$ cat src/rtl/irq_pending_ctrl_pkg.sv
// Shared types and helpers for the interrupt pending controller.
package irq_pkg;

  localparam int unsigned NUM_IRQ_DEF = 8;
  localparam int unsigned MAX_IRQ     = 32;

  typedef enum logic [1:0] {
    IDLE = 2'd0,
    REQ  = 2'd1,
    ACK  = 2'd2
  } irq_state_e;

  typedef struct packed {
    logic       found;
    logic [4:0] index;
  } prio_res_t;

  // Lowest set index wins; scanning downward lets the lowest hit overwrite the rest.
  function automatic prio_res_t prio_enc(input logic [MAX_IRQ-1:0] vec);
    prio_res_t res;
    res.found = 1'b0;
    res.index = 5'd0;
    for (int i = MAX_IRQ - 1; i >= 0; i--) begin
      if (vec[i]) begin
        res.found = 1'b1;
        res.index = 5'(i);
      end else begin
        res = res;
      end
    end
    return res;
  endfunction

endpackage

$ cat src/rtl/irq_pending_ctrl_prio_enc.sv
// Fixed-priority encoder: reports whether any bit is set and the lowest set index.
module irq_prio_enc
  import irq_pkg::*;
#(
  parameter int NUM_IRQ = NUM_IRQ_DEF,
  parameter int ID_W    = (NUM_IRQ > 1) ? $clog2(NUM_IRQ) : 1
) (
  input  logic [NUM_IRQ-1:0] vec,
  output logic               found,
  output logic [ID_W-1:0]    index
);

  logic [MAX_IRQ-1:0] vec_ext_s;
  prio_res_t          res_s;
  logic               unused_idx_s;

  // Widen to the helper's fixed width and narrow the result back to ID_W.
  always_comb begin
    vec_ext_s              = '0;
    vec_ext_s[NUM_IRQ-1:0] = vec;
    res_s                  = prio_enc(vec_ext_s);
    found                  = res_s.found;
    index                  = res_s.index[ID_W-1:0];
    unused_idx_s           = ^res_s.index;
  end

endmodule

$ cat src/rtl/irq_pending_ctrl.sv
// Sticky pending/overflow capture of interrupt edge pulses with a
// fixed-priority req/ack presentation to the CPU.
module irq_pending_ctrl
  import irq_pkg::*;
#(
  parameter int NUM_IRQ = NUM_IRQ_DEF,
  parameter int ID_W    = (NUM_IRQ > 1) ? $clog2(NUM_IRQ) : 1
) (
  input  logic               clk,
  input  logic               rst,
  input  logic [NUM_IRQ-1:0] irq_pulse,
  input  logic [NUM_IRQ-1:0] irq_en,
  input  logic [NUM_IRQ-1:0] sw_clr,
  input  logic               irq_ack,
  output logic               irq_req,
  output logic [ID_W-1:0]    irq_id,
  output logic [NUM_IRQ-1:0] pending,
  output logic [NUM_IRQ-1:0] overflow
);

  irq_state_e         state_r;
  irq_state_e         state_n_s;
  logic               irq_req_r;
  logic               irq_req_n_s;
  logic [ID_W-1:0]    irq_id_r;
  logic [ID_W-1:0]    irq_id_n_s;
  logic [NUM_IRQ-1:0] pending_r;
  logic [NUM_IRQ-1:0] pending_n_s;
  logic [NUM_IRQ-1:0] overflow_r;
  logic [NUM_IRQ-1:0] overflow_n_s;
  logic [NUM_IRQ-1:0] masked_s;
  logic [NUM_IRQ-1:0] ack_clr_s;
  logic               ack_fire_s;
  logic               cand_found_s;
  logic [ID_W-1:0]    cand_id_s;

  irq_prio_enc #(
    .NUM_IRQ (NUM_IRQ),
    .ID_W    (ID_W)
  ) u_prio_enc (
    .vec   (masked_s),
    .found (cand_found_s),
    .index (cand_id_s)
  );

  // Ack only counts while a request is actually presented; it clears the presented bit.
  always_comb begin
    masked_s   = pending_r & irq_en;
    ack_fire_s = (state_r == REQ) && irq_ack;
    ack_clr_s  = '0;
    for (int i = 0; i < NUM_IRQ; i++) begin
      if (ack_fire_s && (irq_id_r == ID_W'(i))) begin
        ack_clr_s[i] = 1'b1;
      end else begin
        ack_clr_s[i] = 1'b0;
      end
    end
  end

  // A new pulse always beats a clear; a pulse on a pending bit is a lost event.
  always_comb begin
    pending_n_s  = irq_pulse | (pending_r & ~(sw_clr | ack_clr_s));
    overflow_n_s = (irq_pulse & pending_r) | (overflow_r & ~sw_clr);
  end

  // Request FSM: latch the winner in IDLE, hold it through REQ, one dead cycle in ACK.
  always_comb begin
    state_n_s   = state_r;
    irq_req_n_s = 1'b0;
    irq_id_n_s  = irq_id_r;
    case (state_r)
      IDLE: begin
        if (cand_found_s) begin
          state_n_s   = REQ;
          irq_req_n_s = 1'b1;
          irq_id_n_s  = cand_id_s;
        end else begin
          state_n_s   = IDLE;
          irq_req_n_s = 1'b0;
        end
      end
      REQ: begin
        if (irq_ack) begin
          state_n_s   = ACK;
          irq_req_n_s = 1'b0;
        end else begin
          state_n_s   = REQ;
          irq_req_n_s = 1'b1;
        end
      end
      ACK: begin
        state_n_s   = IDLE;
        irq_req_n_s = 1'b0;
      end
      default: begin
        state_n_s   = IDLE;
        irq_req_n_s = 1'b0;
      end
    endcase
  end

  // State and output registers with synchronous reset.
  always_ff @(posedge clk) begin
    if (rst) begin
      state_r    <= IDLE;
      irq_req_r  <= 1'b0;
      irq_id_r   <= '0;
      pending_r  <= '0;
      overflow_r <= '0;
    end else begin
      state_r    <= state_n_s;
      irq_req_r  <= irq_req_n_s;
      irq_id_r   <= irq_id_n_s;
      pending_r  <= pending_n_s;
      overflow_r <= overflow_n_s;
    end
  end

  assign irq_req  = irq_req_r;
  assign irq_id   = irq_id_r;
  assign pending  = pending_r;
  assign overflow = overflow_r;

endmodule

$ cat config.mk
export PLATFORM = sky130hd
export DESIGN_NAME = irq_pending_ctrl
export DESIGN_NICKNAME = d
export VERILOG_FILES = /design/src/rtl/irq_pending_ctrl_pkg.sv /design/src/rtl/irq_pending_ctrl_prio_enc.sv /design/src/rtl/irq_pending_ctrl.sv
export SDC_FILE = /design/constraint.sdc
export NUM_CORES = 1
export LEC_CHECK = 0
export BUFFER_PORTS_ARGS = -buffer_cell sky130_fd_sc_hd__buf_2
export CORE_UTILIZATION = 40
export CTS_CLUSTER_SIZE = 24
export DETAILED_ROUTE_END_ITERATION = 12
export GPL_ROUTABILITY_DRIVEN = 0
export PLACE_DENSITY_LB_ADDON = 0.05
export SETUP_SLACK_MARGIN = 0.5
export SLEW_MARGIN = 5
export SYNTH_ARGS = -nofsm -noshare
export SYNTH_HDL_FRONTEND = slang
export SYNTH_SLANG_ARGS = --single-unit
$ cat constraint.sdc
create_clock -name clk -period 1.4 [get_ports clk]
set_input_delay 0 -clock clk [delete_from_list [all_inputs] [get_ports clk]]
set_output_delay 0 -clock clk [all_outputs]
set_load 0.01 [all_outputs]
==> flow_summary.toml, run 1 <==
[timing]
tns_ns = 0
setup_viol = 0
worstMarginPinSlew_ns = 0.3971
period_needed_ns = 1.185
rsz0062_at_grt = "yes"
hold_ws_ns = -0.04339
fin_skew_ns = 0.002166
max_slew_margin = 0.7353
hold_viol = 2
finalCritPeriodShare = 0.8461
slew_violations = 0
fmax_mhz = 844.2

[worst_setup_path]
cp.required_ns = 1.60
path_class = "flip-flop to flip-flop"
worst_setup_path_end_kind = "flip-flop"
crit_arrival_ns = 1.38
worstPathMaxFanout = 5
reg2reg_from = "state_r[1]"
critPathLaunchType = "flip-flop"
worstSetupStartpoint = "state_r[1]"

[pwr]
p_seq_frac = 0.520
peakVddDrop_mv = 0.6681
power_frac_comb = 0.257
total_power_mw = 1.325
p_per_area_nw_per_um2 = 897.3
netSwitchingFraction = 0.3021
p_int_mw = 0.9246
leakagePower_nw = 0.6906
clockPowerShare = 0.223
switching_power_mw = 0.4002

[synth]
netlist_top_cells_count = "dfxtp_1 (21), nor2_1 (19), nand2_1 (16)"
yosys-mux-area-fraction = 0
synth_xor_area_frac = 0
syn_inst = 106
yosys.area.top_type = "dfxtp_1"
netlist_area_sq_um = 909.6
yosysWarnings = 0
synth_area_leaders = "dfxtp_1 (46%), nor2_1 (7.8%), a22oi_1 (7.4%)"
synth_fa_ha_area_frac = 0
synth-seq-area-share = 0.4622
ys_types = 21
synth_edf_count = 0
synth_compound_area_frac = 0.2737
synth-seq-cells = 21
synth_simple_gate_area_frac = 0.2187
synth_top_family_by_area = "compound AO/OA/AOI/OAI gates"
synthMostInstantiatedCell = "dfxtp_1"
syn_nets = 133
syn_avg_cell_area_sq_um = 8.581
yosys_most_used_dff = "dfxtp_1"
ys_async_sr_fraction = 0
netlist.area_leader.share = 0.4622

[finish]
final_util = 0.7230
drive_above_1_share = 0.4855
seqCellArea_sq_um = 459.2
synthToLayoutAreaGrowth_pct = 62.31
final_cells = 200
fin_nets = 201
n_antenna_cell = 0
fillers = 171
multi_input_area_sq_um = 481.7

[global_routing]
grt_overflow = 0
grt_max_degree = 23
grt_use_total = 0.2192
grt_pass1_wl_microns = 4105
antenna_found_initial = 0
grt_pass1_vias = 935

[detailed_routing]
vias_per_cell = 5.340
final_antenna_net_count = 0
drt-total-wl_microns = 2843
drtIter0Drc = 21
drc = 0
vias = 1068
first_pass_iters = 4
wl_per_cell_microns = 14.22

[status]
failed_checks = "negative hold slack"
outcome = "complete, but fails checks"

[die]
die_y_microns = 49.69
ios = 47
die_x_microns = 49.69
die_area_sq_um = 2469
start_util = 0.4455
rows = 16
coreArea_sq_um = 2042

[clock_network]
clockBufferDepth = 2
clk_latency_ns = 0.31
cts_sinks = 21
htreeDepth = 1
cts_hold_buf = 10
clk_pin_slew_ns = 0.11
numCtsBuffers = 3
clockRootBuffer = "clkbuf_4"
cts_tree = "done"

[placed_design]
hpwl_microns = 1725
portBuffers = 46
place_inst = 177

[job]
drv_cap = 0

[min_path]
hold_class = "primary input to flip-flop"
hp-start = "irq_ack"
## cell type report
cell class	instances	share of cell area
tap	27	0.02288
timing repair buffer	65	0.2992
sequential	21	0.3110
clock buffer	4	0.01780
inverter	9	0.02288
multi-input combinational	74	0.3263
## flip-flops by register name, summed over array words and instances (netlist names)
register and count:
overflow 8, pending 8, irq_id 3, state_r 2
## what timing repair did
| item | in CTS | in global routing |
|---|---|---|
| resized for setup | 10 | 14 |
| endpoints found under the hold margin | 19 | 2 |
| buffers inserted | 8 | 1 |
| pin swaps | 13 | 7 |
| cloned | 0 | 0 |
| endpoints found under the setup margin | 14 | 22 |
## power groups by stage
| stage | Sequential, mW | Clock (mW) | Combinational (mW) |
|---|---|---|---|
| after CTS | 0.686 | 0.300 | 0.303 |
| after detailed placement | 0.703 | 0 | 0.246 |
| after floorplan | 0.712 | 0 | 0.123 |
| after global placement | 0.701 | 0 | 0.242 |
| after global routing | 0.694 | 0.328 | 0.366 |
| final | 0.689 | 0.295 | 0.341 |
## worst paths after layout
kind / end / slack (ns) / cells past startpoint
max: pending[1] / 0.22 / 4
min: state_r[1] / -0.04 / 3
max reg2reg: pending[1] / 0.22 / 4
min reg2reg: state_r[1] / 0.46 / 1
## layer usage
metal	vias to the layer above	routed length, microns	GRT usage
met3	9	164	0.03086
li1	520	-	-
met5	-	0	0
met1	484	1144	0.2731
met4	0	93	0.1286
met2	55	1440	0.3559
## logic make-up after synthesis
logic type,count (synthesis)
and+or+nand+nor,44
DFF,21
buffers and inverters,11
AOI/OAI and AO/OA,30
## cell usage in the layout (no fill, tap or decap)
cell and count:
nand2_2 1, dfxtp_2 4, and4_4 1, a31oi_1 9, a22oi_2 6, nor2_1 19, a211oi_1 2, and4b_2 1
nor2b_1 2, clkbuf_1 1, dfxtp_1 8, dfxtp_4 9, buf_6 9, inv_1 9, clkbuf_4 3, buf_2 42
a32o_1 2, nand3_1 1, nand2b_1 1, and4bb_2 1, a22oi_1 6, o311ai_4 1, buf_4 4, nand3_2 1
o41ai_2 1, a21oi_1 2, dlygate4sd3_1 10, nand2_1 15, nor3_1 1, o311a_1 1
## worst max-delay path, cell delays in order, from the launching register on
cell,delay (ns)
dfxtp_4,0.38
and4b_2,0.36
nand2_1,0.09
a31oi_1,0.19
nor2_1,0.06
## per-stage QoR
stage	instance area (sq um)	setup WS [ns]
floorplan	935.9	0.3161
global placement	1192	0.2158
detailed placement	1192	0.2151
CTS	1408	0.2654
global route	1476	0.1880
finish	1476	0.2154
Power figures use the tool's default switching activity.
==> run 2: changes to the inputs <==
--- a/config.mk
+++ b/config.mk
@@ -6,7 +6,7 @@
 export NUM_CORES = 1
 export LEC_CHECK = 0
 export BUFFER_PORTS_ARGS = -buffer_cell sky130_fd_sc_hd__buf_2
-export CORE_UTILIZATION = 40
+export CORE_UTILIZATION = 39
 export CTS_CLUSTER_SIZE = 24
 export DETAILED_ROUTE_END_ITERATION = 12
 export GPL_ROUTABILITY_DRIVEN = 0
==> constraint.sdc (replaced) <==
create_clock -name clk -period 1 [get_ports clk]
set_input_delay 0 -clock clk [delete_from_list [all_inputs] [get_ports clk]]
set_output_delay 0 -clock clk [all_outputs]
set_load 0.01 [all_outputs]
==> run 2 against run 1 <==
Effect of this change:
- the run ends with negative hold slack, negative setup slack left
- non-clock buffer count is 12 higher
- routed wire length is 13% higher
- sequential power is 40% higher
- final area is 20% higher
- sequential cell count stayed put
- die area is 2.5% higher
- clock skew is 0.015 ns higher
- worst setup slack worse by 0.38 ns
- first-iteration DRC count is 14% higher
==> flow_summary.toml, run 2 (synthesized netlist as in run 1, its figures left out) <==
[status]
outcome = "complete, but fails checks"
failed_checks = "negative hold slack, negative setup slack"

[min_path]
hold_path_end = "pending[6]"
hold_depth = 3
hp-start = "irq_pulse[6]"
hold_class = "primary input to flip-flop"

[worst_setup_path]
path_cells = "a22oi_2 > and4_4 > o311ai_4 > o41ai_2"
slowest_stage = "dfxtp_4"
reg2reg_from = "pending[5]"
ff2ff_path_depth = 4
r2r_slack_ns = -0.16
worst_setup_path_end_kind = "flip-flop"
critPathLaunchType = "flip-flop"
r2r_end = "irq_id[0]"
worstPathMaxFanout = 3
worstSetupStartpoint = "pending[5]"
crit_arrival_ns = 1.39
cp.required_ns = 1.23
max_stage_delay_ns = 0.37
path_class = "flip-flop to flip-flop"

[timing]
hold_ws_ns = -0.07353
slew_violations = 0
max_slew_margin = 0.7773
finalCritPeriodShare = 1.163
setup_viol = 14
rsz0062_at_grt = "yes"
fin_skew_ns = 0.01747
hold_viol = 16
timing.final.ws_setup_ns = -0.1631
period_needed_ns = 1.163
worstMarginPinSlew_ns = 0.3340
fmax_mhz = 859.7

[placed_design]
place_inst = 196
hpwl_microns = 1959
pre_cts_ws_ns = -0.1561
portBuffers = 46

[clock_network]
cts_tree = "done"
clockRootBuffer = "clkbuf_4"
clockBufferDepth = 2
numCtsBuffers = 3
htreeDepth = 1
cts_sinks = 21
clk_latency_ns = 0.31
clk_pin_slew_ns = 0.13

[detailed_routing]
drtIter0Drc = 24
drt-total-wl_microns = 3222
vias = 1126
wl_per_cell_microns = 15.13
final_antenna_net_count = 0
drc = 0
vias_per_cell = 5.286
first_pass_iters = 4

[job]
drv_cap = 0

[global_routing]
grt_pass1_wl_microns = 4726
antenna_found_initial = 0
grt_use_total = 0.2524
grt_pass1_vias = 1093
grt_overflow = 0
grt_max_degree = 17

[finish]
final_cell_mix = "buf_6 (35), buf_2 (26), nor2_1 (19), buf_4 (16), dfxtp_2 (15)"
drive_above_1_share = 0.7189
final_common_cell = "buf_6"
final_cells = 213
synthToLayoutAreaGrowth_pct = 95.46
fillers = 150
n_antenna_cell = 0
final_util = 0.8037
fin_nets = 213

[die]
die_area_sq_um = 2530
coreArea_sq_um = 2212
start_util = 0.4112
rows = 17
die_y_microns = 50.30
die_x_microns = 50.30
ios = 47

[pwr]
p_per_area_nw_per_um2 = 1174
leakagePower_nw = 0.8154
peakVddDrop_mv = 0.8615
[run 2: routing by layer]
layer	wire (microns)	up-vias	global-route usage
met5	0	-	0
met4	78	0	0.1019
met3	162	8	0.03939
met2	1715	51	0.4556
met1	1266	528	0.2931
li1	-	539	-
[run 2: timing repair]
item,4_1_cts,5_1_grt
resized for setup,60,13
buffers inserted,9,4
pin swaps,17,7
endpoints found under the setup margin,41,41
hold endpoints to repair,19,14
[run 2: where the power goes]
group | switching [mW] | total [mW] | internal, mW
sequential | 0.0620 | 0.962 | 0.900
combinational | 0.312 | 0.710 | 0.398
clock | 0.266 | 0.416 | 0.149
total | 0.640 | 2.09 | 1.45
[run 2: per-stage QoR]
stage | cell area (sq um) | setup TNS (ns) | power (mW) | hold WS, ns
2_1_floorplan | 940.9 | -0.4543 | 1.171 | 0.09852
3_3_place_gp | 1334 | -0.9550 | 1.411 | 0.2186
3_5_place_dp | 1334 | -1.277 | 1.420 | 0.2244
4_1_cts | 1690 | -0.9649 | 2.017 | -0.08867
5_1_grt | 1778 | -2.059 | 2.188 | -0.08018
6_report | 1778 | -1.414 | 2.088 | -0.07353
[run 2: worst max path at each step]
stage	depth (start not counted)	slack, ns	end
final	4	-0.16	irq_id[0]
after global routing	3	-0.22	state_r[0]
after CTS	3	-0.13	state_r[0]
after detailed placement	4	-0.16	pending[4]
after global placement	3	-0.14	state_r[0]
after floorplan	4	-0.08	irq_id[0]
[run 2: area by class of cell]
class | count | area, sq um | area share
clock buffers | 3 | 22.52 | 0.01267
repair buffers | 77 | 644.4 | 0.3624
clock inverters | 1 | 5.005 | 0.002815
well taps | 28 | 35.03 | 0.01970
multi-input cells | 74 | 575.6 | 0.3237
flip-flops and latches | 21 | 461.7 | 0.2597
inverters | 9 | 33.78 | 0.01900
[run 2: worst max-delay path, delay by kind of cell, from the launching register on]
family	cells	cell delay [ns]
flip-flops	1	0.37
AND/OR/NAND/NOR	1	0.30
AO/OA/AOI/OAI	3	0.41
==> run 3: changes to the inputs <==
--- a/config.mk
+++ b/config.mk
@@ -11,6 +11,7 @@
 export DETAILED_ROUTE_END_ITERATION = 12
 export GPL_ROUTABILITY_DRIVEN = 0
 export PLACE_DENSITY_LB_ADDON = 0.05
+export REMOVE_ABC_BUFFERS = 1
 export SETUP_SLACK_MARGIN = 0.5
 export SLEW_MARGIN = 5
 export SYNTH_ARGS = -nofsm -noshare
==> run 3 against run 2 <==
Effect of this change:
- the run still ends with negative hold slack, negative setup slack left
- maximum frequency up 3.2%
- non-clock buffer count down 3
- critical path depth unchanged
- via count down 3.2%
- routed wire length down 13%
- critical endpoint unchanged
- sequential power down 0.5%
- core utilization down 2.9 points
- final area down 3.6%
==> flow_summary.toml, run 3 (synthesized netlist as in run 1, its figures left out) <==
[timing]
period_needed_ns = 1.127
max_slew_margin = 0.7823
slew_violations = 0
setup_viol = 14
timing.final.ws_setup_ns = -0.1274
rsz0062_at_grt = "yes"
finalCritPeriodShare = 1.127
fin_skew_ns = 0.005058
hold_viol = 17
worstMarginPinSlew_ns = 0.3266
fmax_mhz = 887.0
hold_ws_ns = -0.06948

[worst_setup_path]
crit_arrival_ns = 1.31
reg2reg_from = "pending[2]"
path_buf_inv = 0
worstPathMaxFanout = 3
ff2ff_path_depth = 4
worst_setup_path_end_kind = "flip-flop"
path_cells = "a22oi_2 > and4_4 > o311ai_4 > o41ai_2"
critPathLaunchType = "flip-flop"
path_class = "flip-flop to flip-flop"
r2r_end = "irq_id[0]"
crit_family = "compound AO/OA/AOI/OAI gates"
worst-path-stages = 4
cp.required_ns = 1.19
r2r_slack_ns = -0.13
max_stage_delay_ns = 0.39
slowest_stage = "dfxtp_2"

[pwr]
leakagePower_nw = 0.7935
p_seq_frac = 0.472
power_frac_comb = 0.328
p_int_mw = 1.435
netSwitchingFraction = 0.2923
peakVddDrop_mv = 0.9080
switching_power_mw = 0.5925
clockPowerShare = 0.200
p_per_area_nw_per_um2 = 1183

[finish]
fillers = 156
drive_above_1_share = 0.6813
final_common_cell = "buf_6"
fin_nets = 210
seqCellArea_sq_um = 451.7
synthToLayoutAreaGrowth_pct = 88.45
final_cell_mix = "buf_6 (34), buf_2 (26), dfxtp_2 (19), nor2_1 (18)"
n_antenna_cell = 0
multi_input_area_sq_um = 549.3

[detailed_routing]
vias_per_cell = 5.190
first_pass_iters = 4
wl_per_cell_microns = 13.34
vias = 1090
drt-total-wl_microns = 2802
drc = 0
drtIter0Drc = 16
final_antenna_net_count = 0

[global_routing]
grt_pass1_wl_microns = 4505
met1_usage = 0.2822
grt_pass1_vias = 1041
grt_overflow = 0
grt_use_total = 0.2365
antenna_found_initial = 0
met2_usage = 0.4289
top_usage_layer = "met2"
grt_max_degree = 16
use_met3 = 0.03939

[clock_network]
clockRootBuffer = "clkbuf_4"
numCtsBuffers = 3
clk_pin_slew_ns = 0.12
cts_sinks = 21
clk_latency_ns = 0.30
htreeDepth = 1
cts_tree = "done"
clockBufferDepth = 2

[die]
coreArea_sq_um = 2212
ios = 47
die_area_sq_um = 2530
rows = 17
die_x_microns = 50.30
die_y_microns = 50.30
start_util = 0.4112

[status]
outcome = "complete, but fails checks"
failed_checks = "negative hold slack, negative setup slack"

[min_path]
hold_path_end = "pending[0]"
hold_depth = 3
hp-start = "irq_pulse[0]"
hold_class = "primary input to flip-flop"

[placed_design]
hpwl_microns = 1862
portBuffers = 46
pre_cts_ws_ns = -0.1815

[job]
drv_cap = 0
==> run 3: changes by cell type in the layout (fill, tap and decap cells not counted), moves of 2 or more <==
| cell | previous run | this run |
|---|---|---|
| nand2_1 | 10 | 14 |
| nand2_2 | 5 | 2 |
| buf_4 | 16 | 14 |
| dfxtp_4 | 6 | 2 |
| a32o_2 | 0 | 2 |
| a21oi_1 | 0 | 2 |
| dfxtp_2 | 15 | 19 |
| a32o_1 | 2 | 0 |
| a21oi_2 | 2 | 0 |
==> run 3: stage by stage <==
step / util / TNS (ns) / total power [mW] / instance area, sq um / instances
3_5_place_dp: 0.5854 / -1.085 / 1.396 / 1295 / 195
3_3_place_gp: 0.5854 / -0.9210 / 1.389 / 1295 / 195
5_1_grt: 0.7749 / -1.664 / 2.138 / 1714 / 210
6_report: 0.7749 / -0.9642 / 2.027 / 1714 / 210
2_1_floorplan: - / -1.019 / 1.157 / 902.1 / 104
4_1_cts: 0.7511 / -0.6947 / 1.994 / 1662 / 208
==> run 3: worst register-to-register path, delay by kind of cell (launching register included) <==
kind             cells  cell delay [ns]
AO/OA/AOI/OAI        3             0.43
flip-flops           1             0.39
AND/OR/NAND/NOR      1             0.20
==> run 3: timing repair <==
action                                  4_1_cts  5_1_grt
setup buffers                                 9        2
pin swaps                                    22        2
gates resized for setup                      69       10
cloned                                        0        0
hold endpoints to repair                     18       18
endpoints found under the setup margin       41       41
==> run 3: layer usage <==
metal	up-vias	wire, microns
li1	538	-
met1	511	1190
met2	39	1457
met3	2	136
met4	0	17
met5	-	0
==> run 3: area by class of cell <==
cell class / count / area share
Clock buffer: 4 / 0.01533
Timing Repair Buffer: 74 / 0.3606
Inverter: 9 / 0.01971
Multi-Input combinational cell: 74 / 0.3204
Tap cell: 28 / 0.02044
Sequential cell: 21 / 0.2635
==> run 3: power groups by stage <==
stage / clock [mW] / sequential [mW] / combinational (mW)
5_1_grt: 0.460 / 0.966 / 0.712
3_5_place_dp: 0 / 0.954 / 0.442
6_report: 0.405 / 0.957 / 0.665
2_1_floorplan: 0 / 0.995 / 0.162
3_3_place_gp: 0 / 0.950 / 0.439
4_1_cts: 0.419 / 0.953 / 0.623
==> run 3: worst max path at each step <==
| stage | from | end |
|---|---|---|
| final | pending[2] | irq_id[0] |
| after global routing | pending[6] | irq_id[0] |
| after CTS | pending[6] | irq_id[0] |
| after detailed placement | pending[7] | irq_id[0] |
| after global placement | pending[6] | irq_id[0] |
| after floorplan | pending[5] | irq_id[0] |
